[config.mk]
export PLATFORM = sky130hd
export DESIGN_NAME = coin_input_conditioner
export DESIGN_NICKNAME = d
export VERILOG_FILES = /design/src/rtl/coin_input_conditioner.sv
export SDC_FILE = /design/constraint.sdc
export NUM_CORES = 1
export LEC_CHECK = 0
export ABC_AREA = 0
export CAP_MARGIN = 0
export CORE_AREA = 2 2 101 103
export DETAILED_ROUTE_END_ITERATION = 8
export DIE_AREA = 0 0 103 105
export GPL_ROUTABILITY_DRIVEN = 0
export GPL_TIMING_DRIVEN = 0
export MAX_ROUTING_LAYER = met4
export PLACE_DENSITY = 0.61
export SYNTH_ARGS = -nofsm -noshare
export SYNTH_HDL_FRONTEND = slang
export SYNTH_SLANG_ARGS = --single-unit
export TNS_END_PERCENT = 10
[constraint.sdc]
create_clock -name clk -period 5.1 [get_ports clk]
set_clock_uncertainty 0.2 [all_clocks]
set_input_delay 1.275 -clock clk [delete_from_list [all_inputs] [get_ports clk]]
set_output_delay 1.275 -clock clk [all_outputs]
set_load 0.005 [all_outputs]
[src/rtl/coin_input_conditioner.sv]
// Coin pushbutton front end: synchronises, debounces and edge-detects three buttons, queues
// presses and issues spaced, one-hot, single-cycle coin pulses to the vending FSM.
module coin_input_conditioner #(
    parameter int DEBOUNCE_CYCLES = 1000000,
    parameter int GAP_CYCLES      = 4
) (
    input  logic       clk,
    input  logic       reset,
    input  logic       btn_nickel,
    input  logic       btn_dime,
    input  logic       btn_quarter,
    output logic [2:0] coin,
    output logic       busy,
    output logic       coin_dropped
);
    localparam int DB_W  = $clog2(DEBOUNCE_CYCLES + 1);
    localparam int GAP_W = $clog2(GAP_CYCLES + 1);
    localparam logic [DB_W-1:0]  DB_LAST  = DB_W'(DEBOUNCE_CYCLES - 1);
    localparam logic [GAP_W-1:0] GAP_LAST = GAP_W'(GAP_CYCLES - 1);

    typedef enum logic [1:0] {
        IDLE  = 2'd0,
        PULSE = 2'd1,
        GAP   = 2'd2
    } state_t;

    // Nickel has priority over dime, dime over quarter.
    function automatic logic [2:0] lowest_onehot(input logic [2:0] req);
        logic [2:0] sel;
        sel = 3'b000;
        if (req[0]) begin
            sel = 3'b001;
        end else if (req[1]) begin
            sel = 3'b010;
        end else if (req[2]) begin
            sel = 3'b100;
        end else begin
            sel = 3'b000;
        end
        return sel;
    endfunction

    logic [2:0] btn_s;
    logic [2:0] db_s;
    logic [2:0] db_q_s;
    logic [2:0] rise_s;

    assign btn_s  = {btn_quarter, btn_dime, btn_nickel};
    assign rise_s = db_s & ~db_q_s;

    genvar ch;
    generate
        for (ch = 0; ch < 3; ch++) begin : g_chan
            logic            sync1_r;
            logic            sync2_r;
            logic            db_r;
            logic            db_q_r;
            logic [DB_W-1:0] cnt_r;

            // Per-button synchroniser, debounce counter and debounced-level history
            always_ff @(posedge clk) begin
                if (reset) begin
                    sync1_r <= 1'b0;
                    sync2_r <= 1'b0;
                    db_r    <= 1'b0;
                    db_q_r  <= 1'b0;
                    cnt_r   <= {DB_W{1'b0}};
                end else begin
                    sync1_r <= btn_s[ch];
                    sync2_r <= sync1_r;
                    db_q_r  <= db_r;
                    if (sync2_r == db_r) begin
                        cnt_r <= {DB_W{1'b0}};
                    end else if (cnt_r == DB_LAST) begin
                        db_r  <= ~db_r;
                        cnt_r <= {DB_W{1'b0}};
                    end else begin
                        cnt_r <= cnt_r + DB_W'(1'b1);
                    end
                end
            end

            assign db_s[ch]   = db_r;
            assign db_q_s[ch] = db_q_r;
        end
    endgenerate

    state_t           state_r;
    state_t           state_nxt_s;
    logic [GAP_W-1:0] gap_cnt_r;
    logic [GAP_W-1:0] gap_cnt_nxt_s;
    logic [2:0]       pend_r;
    logic [2:0]       pend_nxt_s;
    logic [2:0]       grant_s;
    logic [2:0]       drop_s;
    logic [2:0]       coin_nxt_s;
    logic [2:0]       coin_r;
    logic             busy_r;
    logic             dropped_r;

    // Arbiter next state, grant selection and pending-flag update
    always_comb begin
        state_nxt_s   = state_r;
        gap_cnt_nxt_s = gap_cnt_r;
        grant_s       = 3'b000;
        coin_nxt_s    = 3'b000;
        case (state_r)
            IDLE: begin
                if (pend_r != 3'b000) begin
                    grant_s     = lowest_onehot(pend_r);
                    coin_nxt_s  = grant_s;
                    state_nxt_s = PULSE;
                end else begin
                    state_nxt_s = IDLE;
                end
            end
            PULSE: begin
                state_nxt_s   = GAP;
                gap_cnt_nxt_s = {GAP_W{1'b0}};
            end
            GAP: begin
                if (gap_cnt_r == GAP_LAST) begin
                    state_nxt_s = IDLE;
                end else begin
                    gap_cnt_nxt_s = gap_cnt_r + GAP_W'(1'b1);
                end
            end
            default: begin
                state_nxt_s = IDLE;
            end
        endcase
        // A new press on an already-queued button that is not being served is lost.
        drop_s     = rise_s & pend_r & ~grant_s;
        pend_nxt_s = (pend_r & ~grant_s) | rise_s;
    end

    // Arbiter state, pending flags and registered outputs
    always_ff @(posedge clk) begin
        if (reset) begin
            state_r   <= IDLE;
            gap_cnt_r <= {GAP_W{1'b0}};
            pend_r    <= 3'b000;
            coin_r    <= 3'b000;
            busy_r    <= 1'b0;
            dropped_r <= 1'b0;
        end else begin
            state_r   <= state_nxt_s;
            gap_cnt_r <= gap_cnt_nxt_s;
            pend_r    <= pend_nxt_s;
            coin_r    <= coin_nxt_s;
            busy_r    <= (state_nxt_s != IDLE);
            dropped_r <= |drop_s;
        end
    end

    assign coin         = coin_r;
    assign busy         = busy_r;
    assign coin_dropped = dropped_r;

endmodule

# After elaboration in Yosys (flattened, before gate mapping)

Index checks and enable logic that the tools add are counted.
Widths: inputs -> output; s select.

Add/sub/neg operators: 4
Eq/ne operators: 10
Muxes and demuxes: 10
Bitwise gates (word level): 13
Reductions and logical operators: 12

Operators by type and width:

| kind                  | number |
|---|---|
| $add 20x1->20 const B | 3 |
| $eq 20x20->1 const B  | 3 |
| $mux 3                | 6 |
| $and 3x3->3           | 4 |
| $reduce_or 3->1       | 4 |
| $reduce_and 2->1      | 4 |
| $not 1->1             | 6 |
| $not 3->3             | 2 |
| $pmux 2 s3            | 1 |
| $pmux 3 s2            | 1 |
| $reduce_bool 2->1     | 2 |
| $add 3x1->3 const B   | 1 |
| $eq 1x1->1            | 3 |
| $eq 3x2->1 const B    | 1 |
| $or 3x3->3            | 1 |
| $reduce_bool 3->1     | 1 |
| $eq 2x1->1 const B    | 1 |
| $eq 2x2->1 const B    | 1 |
| $logic_not 2->1       | 1 |
| $mux 2                | 1 |
| $ne 2x2->1 const B    | 1 |
| $mux 1                | 1 |

Bits in registers: 85
Input bits: 5
Output and inout bits: 5
Word-level logic and storage cells: 70

# Depth between registers and ports, before layout

Gate-level depths: netlist of the first run.

Depth after elaboration: 8
Gate-level depth with buffers: 7

# Least setup slack after synthesis of the first run

No wires, ideal clock.

Path type: input port to flip-flop
Start: input reset
End: register dropped_r, in the netlist coin_dropped
Data arrival time: 2.141 ns
Required time: 4.772 ns
Slack: 2.631 ns
Stages on the path: 4
Path buffers: 3
Cell sequence: clkbuf_1 -> clkbuf_1 -> buf_1 -> nor2_1

RTL lines:

| item                 | RTL line | source |
|---|---|---|
| start, declared      | 8        | `input logic reset,` |
| end signal, assigned | 152      | `dropped_r <= \|drop_s;` |
| end, declared        | 99       | `logic dropped_r;` |

No word-level cell between the ends.

# Final worst setup path of the first run

Start: register busy_r, in the netlist busy
End: output busy

RTL lines:

| item                   | RTL line | source |
|---|---|---|
| start, declared        | 98       | `logic busy_r;` |
| start signal, assigned | 151      | `busy_r <= (state_nxt_s != IDLE);` |
| end, declared          | 13       | `output logic busy,` |

No word-level cell between the ends.

==> impl_metrics.toml, run 1 <==
[final_layout]
antenna_cells = 0
fin_nets = 436
final_area_um2 = 4080
finalNonFillerCells = 563
syn2layout_area_growth_pct = 12.4
final_common_cell = "dfxtp_1"
drive_above_1_share = 0.0698
layout_common_cells = "dfxtp_1, nor2_1, xnor2_1, inv_1, nor3_1"

[floorplan]
coreArea_um2 = 9640
ios = 10
rows = 36
die_w_um = 103
start_util = 0.377
die_h_um = 105
die_area_um2 = 10800

[clocking]
cts_tree = "done"
cts_hold_buf = 0
cts-root-buf = "clkbuf_8"
cts_setup_buffers = 0
path_clk_slew_ns = 0.08
cts_made_buffers = 9
clk_path_buf_depth = 2
h-tree-depth = 3
worstSkewPairLatency_ns = 0.35
post_cts_resized = 0
clkSinkCount = 85

[critical_path]
slowest_stage = "clkdlybuf4s50_1"
r2r_end = "g_chan[2].cnt_r[15]$_SDFF_PP0_"
crit_chain = "clkdlybuf4s50_1"
path_class = "reg2out"
crit_fanout = 1
worstPathArrival_ns = 1.15
crit_family = "buffers and inverters"
cp_data_required_time_ns = 3.62
path_buf_inv = 1
slowest_delay_ns = 0.49
r2r_cells = 7
ff2ff_setup_slack_ns = 2.80
endpoint_kind = "primary output"
cp-start-kind = "flip-flop"
r2r_start = "g_chan[2].cnt_r[0]$_SDFF_PP0_"

[power]
p_switching_w = 0.000237
peakVddDrop_uv = 133
p_per_area_nw_per_um2 = 290
switching_share = 0.201
seq_power_share = 0.564
power.internal_w = 0.000946
p_comb_frac = 0.013
power_leakage_nw = 1.21
power_frac_clock = 0.423

[worst_hold_path]
worstHoldEndpoint = "g_chan[2].sync2_r$_SDFF_PP0_"
whs_path_depth = 1
holdCritPathClass = "reg2reg"
hp-start = "g_chan[2].sync1_r$_SDFF_PP0_"

[placement]
dp_cells = 548
dp_hpwl_mm = 4.52
portBuffers = 8
dpl_cell_area_um2 = 3880
place_ws_ns = 2.26

[logic_synthesis]
ys.flop_type = "dfxtp_1"
syn_inst = 407
synth_top_area_frac = 0.469
syn_area_um2 = 3630
async_reset_ff_frac = 0
synthMuxAreaShare = 0.00586
ys_ff_latch = 85
synth-compound-area-share = 0.0772
synth_top_cell_by_area = "dfxtp_1"
synth_xor_area_frac = 0.111
synth_top_family_by_area = "simple AND/OR/NAND/NOR gates"
ys_seq_area_frac = 0.469
yosysWarningCount = 0
synth_area_per_cell_um2 = 8.92
synth_nets = 417
yosys.area_share.simple = 0.286
yosysUniqueCellTypes = 44
synth_edf_count = 0
ys_top_cells_by_area = "dfxtp_1, xnor2_1, nor2_1"
synthAdderAreaFrac = 0.0172

[detailed_routing]
drt_first_pass_iters = 4
routed_via_density = 4.91
ant_nets = 0
vias = 2767
wl_per_cell_um = 11.4
post-route-drc-count = 0
wirelength_mm = 6.41
drt_iter0_drc = 86

[job]
drv_cap = 0

[sta]
finalSetupViolations = 0
rsz0062_at_grt = "no"
setup_slack_ns = 2.47
max_freq_ghz = 0.381
tightest_slew_ns = 0.585
period_needed_ns = 2.63
whs_ns = 0.240
finalCritPeriodShare = 0.515
finalHoldViolations = 0
maxSlewViolCount = 0
slew_headroom = 0.606
setup-tns-final_ns = 0

[status]
status = "completed"

[global_route]
grt-ovfl-total = 0
antenna_found_initial = 0
grt_pass1_wl_mm = 11.3
grt.total_usage = 0.133
grt_pass1_vias = 2607
grt_max_degree = 14
[flip-flops by register name, summed over array words and instances (netlist names)]
register,count
busy,1
coin,3
coin_dropped,1
g_chan.cnt_r,60
g_chan.db_q_r,3
g_chan.db_r,3
g_chan.sync1_r,3
g_chan.sync2_r,3
gap_cnt_r,3
pend_r,3
state_r,2
[layer usage]
metal	vias up	routed length, um	track usage
met5	-	0	-
met4	0	165	0.0733
met3	10	111	0.0241
li1	1459	-	-
met1	1280	3170	0.162
met2	18	2960	0.204
[final cells by class]
cell class                      instances  area, um2
Fill cell                             969       5560
Multi-Input combinational cell        293       1810
Sequential cell                        85       1700
Tap cell                              133        166
Clock buffer                           11        131
Timing Repair Buffer                    8       80.1
Clock inverter                          4       73.8
Inverter                               19       71.3
Buffer                                 10       51.3
[cells in the mapped netlist (all sizes together) (4+ instances only)]
cell type	instances
a21oi	10
and3	9
nand4	17
nand2	14
clkbuf	5
xnor2	38
o41ai	4
dfxtp	85
nor2b	10
nor3	18
nor4	17
or2	4
nand3	18
nor2	74
o221ai	5
buf	5
ha	5
or3	4
xor2	8
inv	19
o21ai	11
[power by group through the flow]
| stage | combinational (W) | sequential, W | clock, W |
|---|---|---|---|
| after floorplan | 0.0000103 | 0.000683 | 0 |
| after global placement | 0.0000158 | 0.000684 | 0 |
| after detailed placement | 0.0000159 | 0.000684 | 0 |
| after CTS | 0.0000160 | 0.000668 | 0.000517 |
| after global routing | 0.0000175 | 0.000668 | 0.000545 |
| final | 0.0000153 | 0.000668 | 0.000500 |
[kinds of logic (layout without fill, tap and decap cells)]
logic type / after synthesis / count (layout)
fa+ha+maj: 5 / 5
mux: 2 / 2
buf+inv: 29 / 52
xor+xnor: 46 / 46
compound gates: 41 / 41
simple gates: 199 / 199
flops: 85 / 85
[how the worst max path moves through the flow]
stage | startpoint | to | slack [ns] | depth (start not counted)
after floorplan | reset | coin_dropped$_SDFF_PP0_ | 2.63 | 4
after global placement | reset | coin_dropped$_SDFF_PP0_ | 2.24 | 4
after detailed placement | reset | coin_dropped$_SDFF_PP0_ | 2.26 | 4
after CTS | coin[0]$_SDFF_PP0_ | coin[0] | 2.45 | 1
after global routing | busy$_SDFF_PP0_ | busy | 2.40 | 1
final | busy$_SDFF_PP0_ | busy | 2.47 | 1
[stage by stage]
step | utilization | power (W)
2_1_floorplan | - | 0.000693
3_3_place_gp | 0.402 | 0.000699
5_1_grt | 0.423 | 0.00123
6_report | 0.423 | 0.00118
4_1_cts | 0.423 | 0.00120
3_5_place_dp | 0.402 | 0.000699
Note: power is estimated with default switching activity, not from simulation.
==> inputs of run 2 (changes only) <==
- clock period: 5.1 -> 2.5 ns (I/O delays scaled with it)
==> run 2 against run 1 <==
Hold slack hardly changed; largest power group unchanged; total power up 100%; flip-flop and latch count stayed put; sequential power grew 100%; final area is 0.18% higher; largest cell class unchanged; core utilization increased by 0.078 points.
==> impl_metrics.toml, run 2 (synthesis gave the netlist of run 1 again) <==
[sta]
finalSetupViolations = 0
slew_headroom = 0.603
rsz0062_at_grt = "no"
whs_ns = 0.240
period_needed_ns = 2.23
maxSlewViolCount = 0
finalHoldViolations = 0
finalCritPeriodShare = 0.893
max_freq_ghz = 0.448
tightest_slew_ns = 0.590
setup-tns-final_ns = 0

[job]
drv_cap = 0

[power]
p_per_area_nw_per_um2 = 590
power_w = 0.00241
peakVddDrop_uv = 271
power_leakage_nw = 1.21

[detailed_routing]
ant_nets = 0
post-route-drc-count = 0
wl_per_cell_um = 11.4
drt_iter0_drc = 86
routed_via_density = 4.94
vias = 2779
drt_first_pass_iters = 4
wirelength_mm = 6.42

[critical_path]
ff2ff_setup_slack_ns = 0.27
endpoint_kind = "flip-flop"
crit_fanout = 10
cp_data_required_time_ns = 2.55
r2r_start = "g_chan[2].cnt_r[0]$_SDFF_PP0_"
r2r_cells = 7
path_class = "reg2reg"
worstPathArrival_ns = 2.28
r2r_end = "g_chan[2].cnt_r[15]$_SDFF_PP0_"
cp-start-kind = "flip-flop"

[final_layout]
syn2layout_area_growth_pct = 12.7
fill_cells = 968
final_common_cell = "dfxtp_1"
drive_above_1_share = 0.0698
max_flop_register = "g_chan.cnt_r"
fin_nets = 436
layout_common_cells = "dfxtp_1, nor2_1, xnor2_1, inv_1, nor3_1"
largest_reg_flops = 60
antenna_cells = 0
multi_input_area_um2 = 1810
regArea_um2 = 1700

[status]
status = "completed"

[worst_hold_path]
holdCritPathClass = "reg2reg"
hp-start = "g_chan[2].sync1_r$_SDFF_PP0_"
worstHoldEndpoint = "g_chan[2].sync2_r$_SDFF_PP0_"
whs_path_depth = 1

[clocking]
cts-root-buf = "clkbuf_8"
post_cts_resized = 0
clk_path_buf_depth = 2
cts_setup_buffers = 0
h-tree-depth = 3
cts_hold_buf = 0
cts_tree = "done"
path_clk_slew_ns = 0.08
clkSinkCount = 85
cts_made_buffers = 9
worstSkewPairLatency_ns = 0.35

[floorplan]
ios = 10
die_area_um2 = 10800
rows = 36
die_h_um = 105
start_util = 0.377
coreArea_um2 = 9640
die_w_um = 103

[global_route]
grt_pass1_wl_mm = 11.3
grt_pass1_vias = 2607
antenna_found_initial = 0
grt_max_degree = 14
grt-ovfl-total = 0
grt.total_usage = 0.133

[placement]
dp_hpwl_mm = 4.52
portBuffers = 8
-- run 2: cell counts in the layout (fill, tap and decap cells not counted) --
No cell type changed its count.
-- run 2: critical path: stages (launching register included) --
cell and delay (ns):
dfxtp_1 0.39, ha_1 0.23, nand3_2 0.19, or2_2 0.35, clkbuf_1 0.20, o21ai_4 0.29
buf_4 0.22, nor2_1 0.06
-- run 2: cell type report --
class                   count  share of cell area
flip-flops and latches     85               0.416
well taps                 133              0.0407
plain buffers              10              0.0125
repair buffers              8              0.0196
clock buffers              11              0.0321
multi-input cells         293               0.443
clock inverters             4              0.0181
inverters                  19              0.0174
-- run 2: layer usage --
layer,track usage,vias to the layer above,part of all wire
met2,0.204,23,0.46
met4,0.0733,0,0.025
met1,0.162,1287,0.49
met3,0.0241,10,0.019
met5,-,-,0
li1,-,1459,-
-- run 2: worst max path at each step --
stage                                  startpoint                              to  slack [ns]  cells after the start
floorplan           g_chan[0].cnt_r[0]$_SDFF_PP0_  g_chan[0].cnt_r[18]$_SDFF_PP0_        0.51                      5
global placement    g_chan[2].cnt_r[0]$_SDFF_PP0_  g_chan[2].cnt_r[15]$_SDFF_PP0_        0.23                      7
detailed placement  g_chan[2].cnt_r[0]$_SDFF_PP0_  g_chan[2].cnt_r[15]$_SDFF_PP0_        0.21                      7
CTS                 g_chan[2].cnt_r[0]$_SDFF_PP0_  g_chan[2].cnt_r[15]$_SDFF_PP0_        0.17                      7
global route        g_chan[2].cnt_r[0]$_SDFF_PP0_  g_chan[2].cnt_r[16]$_SDFF_PP0_        0.07                      7
finish              g_chan[2].cnt_r[0]$_SDFF_PP0_  g_chan[2].cnt_r[15]$_SDFF_PP0_        0.27                      7
-- run 2: power breakdown --
part           leakage, nW  internal (W)  switching (W)
logic                0.425     0.0000126      0.0000190
clock network        0.103      0.000558       0.000462
registers            0.686       0.00136     0.00000386
total                 1.21       0.00193       0.000485
-- run 2: per-stage QoR --
stage | instance area, um2 | setup slack [ns] | cells | utilization
6_report | 4090 | 0.267 | 563 | 0.424
5_1_grt | 4090 | 0.0665 | 563 | 0.424
4_1_cts | 4080 | 0.168 | 563 | 0.423
3_3_place_gp | 3880 | 0.230 | 548 | 0.402
2_1_floorplan | 3630 | 0.515 | 407 | -
3_5_place_dp | 3880 | 0.208 | 548 | 0.402
==> inputs of run 3 (changes only) <==
- ABC_CLOCK_PERIOD_IN_PS: unset -> 2500
==> results of run 3 <==
No change in the layout: final DEF, timing and power equal those of run 2.
